--- config.mk ---
export PLATFORM = sky130hd
export DESIGN_NAME = alu_exec_ctrl
export DESIGN_NICKNAME = d
export VERILOG_FILES = /design/src/rtl/alu_pkg.sv /design/src/rtl/alu_exec_unit.sv /design/src/rtl/alu_exec_ctrl.sv
export SDC_FILE = /design/constraint.sdc
export NUM_CORES = 1
export LEC_CHECK = 0
export BUFFER_PORTS_ARGS = -buffer_cell sky130_fd_sc_hd__clkbuf_2
export CAP_MARGIN = 0
export CORE_MARGIN = 2
export CORE_UTILIZATION = 65
export DETAILED_ROUTE_END_ITERATION = 7
export GPL_ROUTABILITY_DRIVEN = 1
export HOLD_SLACK_MARGIN = 0.03
export MAX_ROUTING_LAYER = met4
export PLACE_DENSITY = 0.93
export SYNTH_ARGS = -nofsm -noshare
export SYNTH_HDL_FRONTEND = slang
export SYNTH_SLANG_ARGS = --single-unit
--- constraint.sdc ---
create_clock -name clk -period 7.2 [get_ports clk]
set_clock_uncertainty 0.05 [all_clocks]
set_input_delay 1.8 -clock clk [delete_from_list [all_inputs] [get_ports clk]]
set_output_delay 1.8 -clock clk [all_outputs]
set_load 0.1 [all_outputs]
--- src/rtl/alu_pkg.sv ---
// Shared encodings for the ALU execution engine: status codes, opcodes,
// instruction field positions and the controller state encoding.
package alu_pkg;

   localparam logic [1:0] ST_IDLE  = 2'b00;
   localparam logic [1:0] ST_EXEC  = 2'b01;
   localparam logic [1:0] ST_DONE  = 2'b10;
   localparam logic [1:0] ST_FAULT = 2'b11;

   localparam logic [3:0] OP_NOP = 4'h0;
   localparam logic [3:0] OP_ADD = 4'h1;
   localparam logic [3:0] OP_SUB = 4'h2;
   localparam logic [3:0] OP_AND = 4'h3;
   localparam logic [3:0] OP_OR  = 4'h4;
   localparam logic [3:0] OP_XOR = 4'h5;
   localparam logic [3:0] OP_NOT = 4'h6;
   localparam logic [3:0] OP_SLL = 4'h7;
   localparam logic [3:0] OP_SRL = 4'h8;
   localparam logic [3:0] OP_SRA = 4'h9;
   localparam logic [3:0] OP_MUL = 4'hA;

   localparam int OPC_LSB = 8;
   localparam int RA_LSB  = 4;
   localparam int RB_LSB  = 0;

   typedef enum logic [3:0] {
      S_IDLE,
      S_FETCH,
      S_LATCH,
      S_RD_A,
      S_RD_B,
      S_EXEC,
      S_PUSH,
      S_PUSH_HI,
      S_NEXT,
      S_DONE,
      S_FAULT
   } state_t;

endpackage

--- src/rtl/alu_exec_unit.sv ---
// Combinational opcode/A/B -> result datapath with illegal-opcode flag.
// ALU_EXEC_MUL_EN adds the unsigned double-width multiply (high word on result_hi).
module alu_exec_unit
   import alu_pkg::*;
#(
   parameter int DATA_W = 32,
   parameter int OPC_W  = 4
) (
   input  logic [OPC_W-1:0]  opcode,
   input  logic [DATA_W-1:0] op_a,
   input  logic [DATA_W-1:0] op_b,
   output logic [DATA_W-1:0] result,
   output logic [DATA_W-1:0] result_hi,
   output logic              illegal
);

   logic [4:0] shamt;

   assign shamt = op_b[4:0];

   always_comb begin
      result    = '0;
      result_hi = '0;
      illegal   = 1'b0;
      case (opcode)
         OP_NOP: result = '0;
         OP_ADD: result = op_a + op_b;
         OP_SUB: result = op_a - op_b;
         OP_AND: result = op_a & op_b;
         OP_OR:  result = op_a | op_b;
         OP_XOR: result = op_a ^ op_b;
         OP_NOT: result = ~op_a;
         OP_SLL: result = op_a << shamt;
         OP_SRL: result = op_a >> shamt;
         OP_SRA: result = $signed(op_a) >>> shamt;
`ifdef ALU_EXEC_MUL_EN
         OP_MUL: {result_hi, result} = {{DATA_W{1'b0}}, op_a} * {{DATA_W{1'b0}}, op_b};
`endif
         default: illegal = 1'b1;
      endcase
   end

endmodule

--- src/rtl/alu_exec_ctrl.sv ---
// Execution controller: drains the instruction FIFO, reads operands from the
// register file and pushes results in order. ALU_EXEC_MUL_EN enables opcode A.
module alu_exec_ctrl
   import alu_pkg::*;
#(
   parameter int DATA_W = 32,
   parameter int RF_AW  = 4,
   parameter int OPC_W  = 4
) (
   input  logic              clk,
   input  logic              reset_n,
   input  logic              op_start,
   input  logic              opdone_clear,
   input  logic              inst_empty,
   output logic              inst_rd_en,
   input  logic [DATA_W-1:0] inst_data,
   output logic [RF_AW-1:0]  rf_rAddr,
   input  logic [DATA_W-1:0] rf_rData,
   input  logic              res_full,
   output logic              res_wr_en,
   output logic [DATA_W-1:0] res_data,
   output logic [1:0]        status
);

   localparam int INST_USED = OPC_LSB + OPC_W;

   state_t state, state_nxt;

   logic [INST_USED-1:0] inst_q;
   logic [DATA_W-1:0]    op_a;
   logic [DATA_W-1:0]    op_b;
   logic [DATA_W-1:0]    res_q;
   logic [OPC_W-1:0]     opc_q;
   logic [OPC_W-1:0]     exec_opc;
   logic [DATA_W-1:0]    exec_res;
   logic [DATA_W-1:0]    exec_hi;
   logic                 exec_illegal;
   logic                 unused_inst_hi;

   assign unused_inst_hi = ^inst_data[DATA_W-1:INST_USED];
   assign opc_q          = inst_q[OPC_LSB +: OPC_W];

   // The illegal check happens in LATCH, before inst_q holds the new word.
   assign exec_opc = (state == S_LATCH) ? inst_data[OPC_LSB +: OPC_W] : opc_q;

   alu_exec_unit #(
      .DATA_W (DATA_W),
      .OPC_W  (OPC_W)
   ) u_exec (
      .opcode    (exec_opc),
      .op_a      (op_a),
      .op_b      (op_b),
      .result    (exec_res),
      .result_hi (exec_hi),
      .illegal   (exec_illegal)
   );

`ifdef ALU_EXEC_MUL_EN
   logic [DATA_W-1:0] res_hi;
`else
   logic unused_exec_hi;
   assign unused_exec_hi = ^exec_hi;
`endif

   always_ff @(posedge clk or negedge reset_n) begin
      if (!reset_n) begin
         state <= S_IDLE;
      end else begin
         state <= state_nxt;
      end
   end

   always_comb begin
      state_nxt = state;
      case (state)
         S_IDLE: begin
            if (op_start) begin
               state_nxt = inst_empty ? S_DONE : S_FETCH;
            end
         end
         S_FETCH: state_nxt = S_LATCH;
         S_LATCH: state_nxt = exec_illegal ? S_FAULT : S_RD_A;
         S_RD_A:  state_nxt = S_RD_B;
         S_RD_B:  state_nxt = S_EXEC;
         S_EXEC:  state_nxt = (opc_q == OP_NOP) ? S_NEXT : S_PUSH;
         S_PUSH: begin
            if (!res_full) begin
`ifdef ALU_EXEC_MUL_EN
               state_nxt = (opc_q == OP_MUL) ? S_PUSH_HI : S_NEXT;
`else
               state_nxt = S_NEXT;
`endif
            end
         end
`ifdef ALU_EXEC_MUL_EN
         S_PUSH_HI: begin
            if (!res_full) begin
               state_nxt = S_NEXT;
            end
         end
`endif
         S_NEXT: state_nxt = inst_empty ? S_DONE : S_FETCH;
         S_DONE, S_FAULT: begin
            if (opdone_clear) begin
               state_nxt = S_IDLE;
            end
         end
         default: state_nxt = S_IDLE;
      endcase
   end

   // Operand, instruction and result registers; res_q is held across stalls.
   always_ff @(posedge clk or negedge reset_n) begin
      if (!reset_n) begin
         inst_q <= '0;
         op_a   <= '0;
         op_b   <= '0;
         res_q  <= '0;
`ifdef ALU_EXEC_MUL_EN
         res_hi <= '0;
`endif
      end else begin
         case (state)
            S_LATCH: inst_q <= inst_data[INST_USED-1:0];
            S_RD_A:  op_a   <= rf_rData;
            S_RD_B:  op_b   <= rf_rData;
            S_EXEC: begin
               res_q <= exec_res;
`ifdef ALU_EXEC_MUL_EN
               res_hi <= exec_hi;
`endif
            end
`ifdef ALU_EXEC_MUL_EN
            S_PUSH: begin
               if (!res_full && opc_q == OP_MUL) begin
                  res_q <= res_hi;
               end
            end
`endif
            default: ;
         endcase
      end
   end

   always_comb begin
      rf_rAddr = '0;
      case (state)
         S_RD_A:  rf_rAddr = inst_q[RA_LSB +: RF_AW];
         S_RD_B:  rf_rAddr = inst_q[RB_LSB +: RF_AW];
         default: rf_rAddr = '0;
      endcase
   end

   always_comb begin
      status = ST_EXEC;
      case (state)
         S_IDLE:  status = ST_IDLE;
         S_DONE:  status = ST_DONE;
         S_FAULT: status = ST_FAULT;
         default: status = ST_EXEC;
      endcase
   end

   assign inst_rd_en = (state == S_FETCH);
   assign res_wr_en  = ((state == S_PUSH) || (state == S_PUSH_HI)) && !res_full;
   assign res_data   = res_q;

endmodule
==> flow_summary.json <==
{
  "yosys.cell_count.top_type": "nand2_1",
  "cts.sinks": 112,
  "dp_hpwl_um": 33800,
  "num_io_pins": 110,
  "ant_nets": 0,
  "hp-class": "flop to flop",
  "synth_top_family_by_area": "compound AO/OA/AOI/OAI gates",
  "outcome": "completed",
  "cts_buffers": 9,
  "vias_per_cell": 7.41,
  "fin_setup_tns_ps": 0,
  "cts_tree": "yes",
  "synth.top_cell.area_share": 0.226,
  "worstPathArrival_ps": 5890,
  "dieArea_sq_um": 20200,
  "crit_start": "inst_data[11]",
  "final_util": 0.705,
  "rows": 50,
  "grt_pass1_vias": 11847,
  "die_h_um": 142,
  "synth_xor_area_frac": 0.0401,
  "clk_pin_slew_worst_paths_ps": 80,
  "grt_antenna_before_repair": 1,
  "cts_buffer_depth": 2,
  "cpPeakStageDelay_ps": 480,
  "crit_path_end_kind": "flop",
  "vias": 12990,
  "yosys-top-cells-count": "169 x nand2_1, 143 x o21ai_0, 123 x nor2_1",
  "dp_cells": 1738,
  "wirelength_um": 46200,
  "grt_overflow": 0,
  "post-place-ws_ps": 1350,
  "final.setup.worst_slack_ps": 1570,
  "numPortBuffers": 89,
  "hold_buffers": 0,
  "r2r_start": "op_b[1]$_DFFE_PN0P_",
  "synthAdderAreaFrac": 0.0994,
  "h-tree-depth": 3,
  "cts-root-buf": "clkbuf_16",
  "maxCapViolations": 0,
  "critPathKind": "input pin to flop",
  "synth_area_leaders": "dfrtp_1 23%, ha_1 9.8%, mux4_2 8.0%",
  "finalWeightedCongestion": 1.09,
  "seq_area_frac_synth": 0.226,
  "min_period_ps": 5630,
  "clock_latency_ps": 370,
  "cp_slowest_cell": "a2111oi_0",
  "netlist_area_sq_um": 12400,
  "wl_per_cell_um": 26.4,
  "synth_compound_area_frac": 0.245,
  "ys_warn_count": 0,
  "critPathMaxFanout": 21,
  "core_area_sq_um": 18700,
  "crit_top_cell": "a21o_1",
  "nets": 1683,
  "cts_resized": 0,
  "drtIter0Drc": 2124,
  "grt_usage": 0.475,
  "finalCritPeriodShare": 0.782,
  "synth_cell_types": 79,
  "ys_ff_latch": 112,
  "rsz0062_at_grt": "no",
  "grt_max_degree": 72,
  "initial_core_util": 0.663,
  "muxShareOfSynthArea": 0.168,
  "synth_edf_count": 0,
  "synth_area_per_cell_sq_um": 8.23,
  "ys_async_sr_fraction": 1.00,
  "max_freq_mhz": 178,
  "grt_pass1_wl_um": 71000,
  "max_slew.worst_pin.slew_ps": 1240,
  "required_ps": 7460,
  "drc": 0,
  "crit_chain": "clkbuf_2 -> nor2_1 -> mux2i_1 -> a21o_1 -> buf_4 -> o31ai_1 -> xnor2_1 -> ha_1 -> and3_1 -> a221o_1 -> a41oi_1 -> nand2_1 -> a31o_2 -> a21o_1 -> a2111oi_0 -> a211o_1",
  "yosysTopAreaCell": "dfrtp_1",
  "finalSetupViolCount": 0,
  "synthFlopType": "dfrtp_1",
  "areaGrowthSynthToFinish_pct": 6.34,
  "slew_headroom": 0.168,
  "netlist_instances": 1508,
  "post_cts_buffers": 0,
  "synthSimpleGateAreaFrac": 0.160,
  "final_hold_viol_count": 0,
  "synth_nets": 1676,
  "worstSetupStartpointType": "input pin",
  "dieWidth_um": 142,
  "min_from": "res_data[2]$_DFFE_PN0N_",
  "drtPass1Iterations": 8,
  "drive_above_1_share": 0.157,
  "instances_no_fill": 1754,
  "finalMaxSlewViolations": 0
}
## kinds of logic (layout without fill, tap and decap cells)
| group | count (synthesis) | in the layout |
|---|---|---|
| AOI/OAI and AO/OA | 469 | 469 |
| xor gates and xnor gates | 56 | 56 |
| adders and majority gates | 98 | 98 |
| buffers and inverters | 196 | 207 |
| DFF | 112 | 112 |
| muxes | 148 | 148 |
| other | 0 | 1 |
| and+or+nand+nor | 429 | 429 |
## critical path, delay by kind of cell
| kind | cells | cell delay [ps] |
|---|---|---|
| simple gates | 3 | 490 |
| compound gates | 8 | 2340 |
| xor+xnor | 1 | 160 |
| mux | 1 | 280 |
| buf+inv | 2 | 490 |
| fa+ha+maj | 1 | 330 |
## registers in the layout, indices dropped and copies added, names as in the netlist
name / flops
op_a: 32
res_data: 32
state: 4
op_b: 32
inst_q: 12
## area by class of cell
class                      count  area [sq um]
multi-input combinational   1200          8880
inverter                      77           289
clock inverter                 6          56.3
timing repair buffer         115           643
clock buffer                   9           225
sequential                   112          2810
tap                          234           293
antenna                        1          2.50
fill                        1491          5510
## layout by cell type, fill, tap and decap left out, types with 21 or more instances in the layout
master,count
nand2_1,169
o21ai_0,143
nor2_1,123
dfrtp_1,109
ha_1,97
a21oi_1,96
clkbuf_2,88
inv_1,73
mux2i_1,58
mux4_2,44
mux2_2,43
xnor2_1,41
buf_4,27
o211ai_1,26
nor3_1,25
a211oi_1,22
nand3_1,21
## final timing paths
kind / to / slack [ps] / depth (start not counted)
worst max-delay path: res_data[24]$_DFFE_PN0N_ / 1570 / 16
worst min-delay path: res_data[2]$_DFFE_PN0N_ / 420 / 2
worst max register to register: res_data[30]$_DFFE_PN0N_ / 1620 / 18
worst min register to register: res_data[2]$_DFFE_PN0N_ / 420 / 2
max in group asynchronous: op_b[30]$_DFFE_PN0P_ / 4410 / 2
min in group asynchronous: res_data[8]$_DFFE_PN0N_ / 1400 / 1
## stage by stage
step                      hold slack [ps]  cell area, sq um
after floorplan                       431             12400
after global placement                404             12900
after detailed placement              415             12900
after CTS                             434             13200
after global routing                  461             13200
final                                 424             13200
## per-layer routing
metal,share of wire,up-vias,track usage
li1,-,5602,-
met1,0.38,6093,0.633
met2,0.42,1095,0.662
met3,0.15,200,0.141
met4,0.058,0,0.225
met5,0,-,-
Power is not shown: default switching activity piles up to over one toggle a cycle in this logic, so the estimate is an artifact.
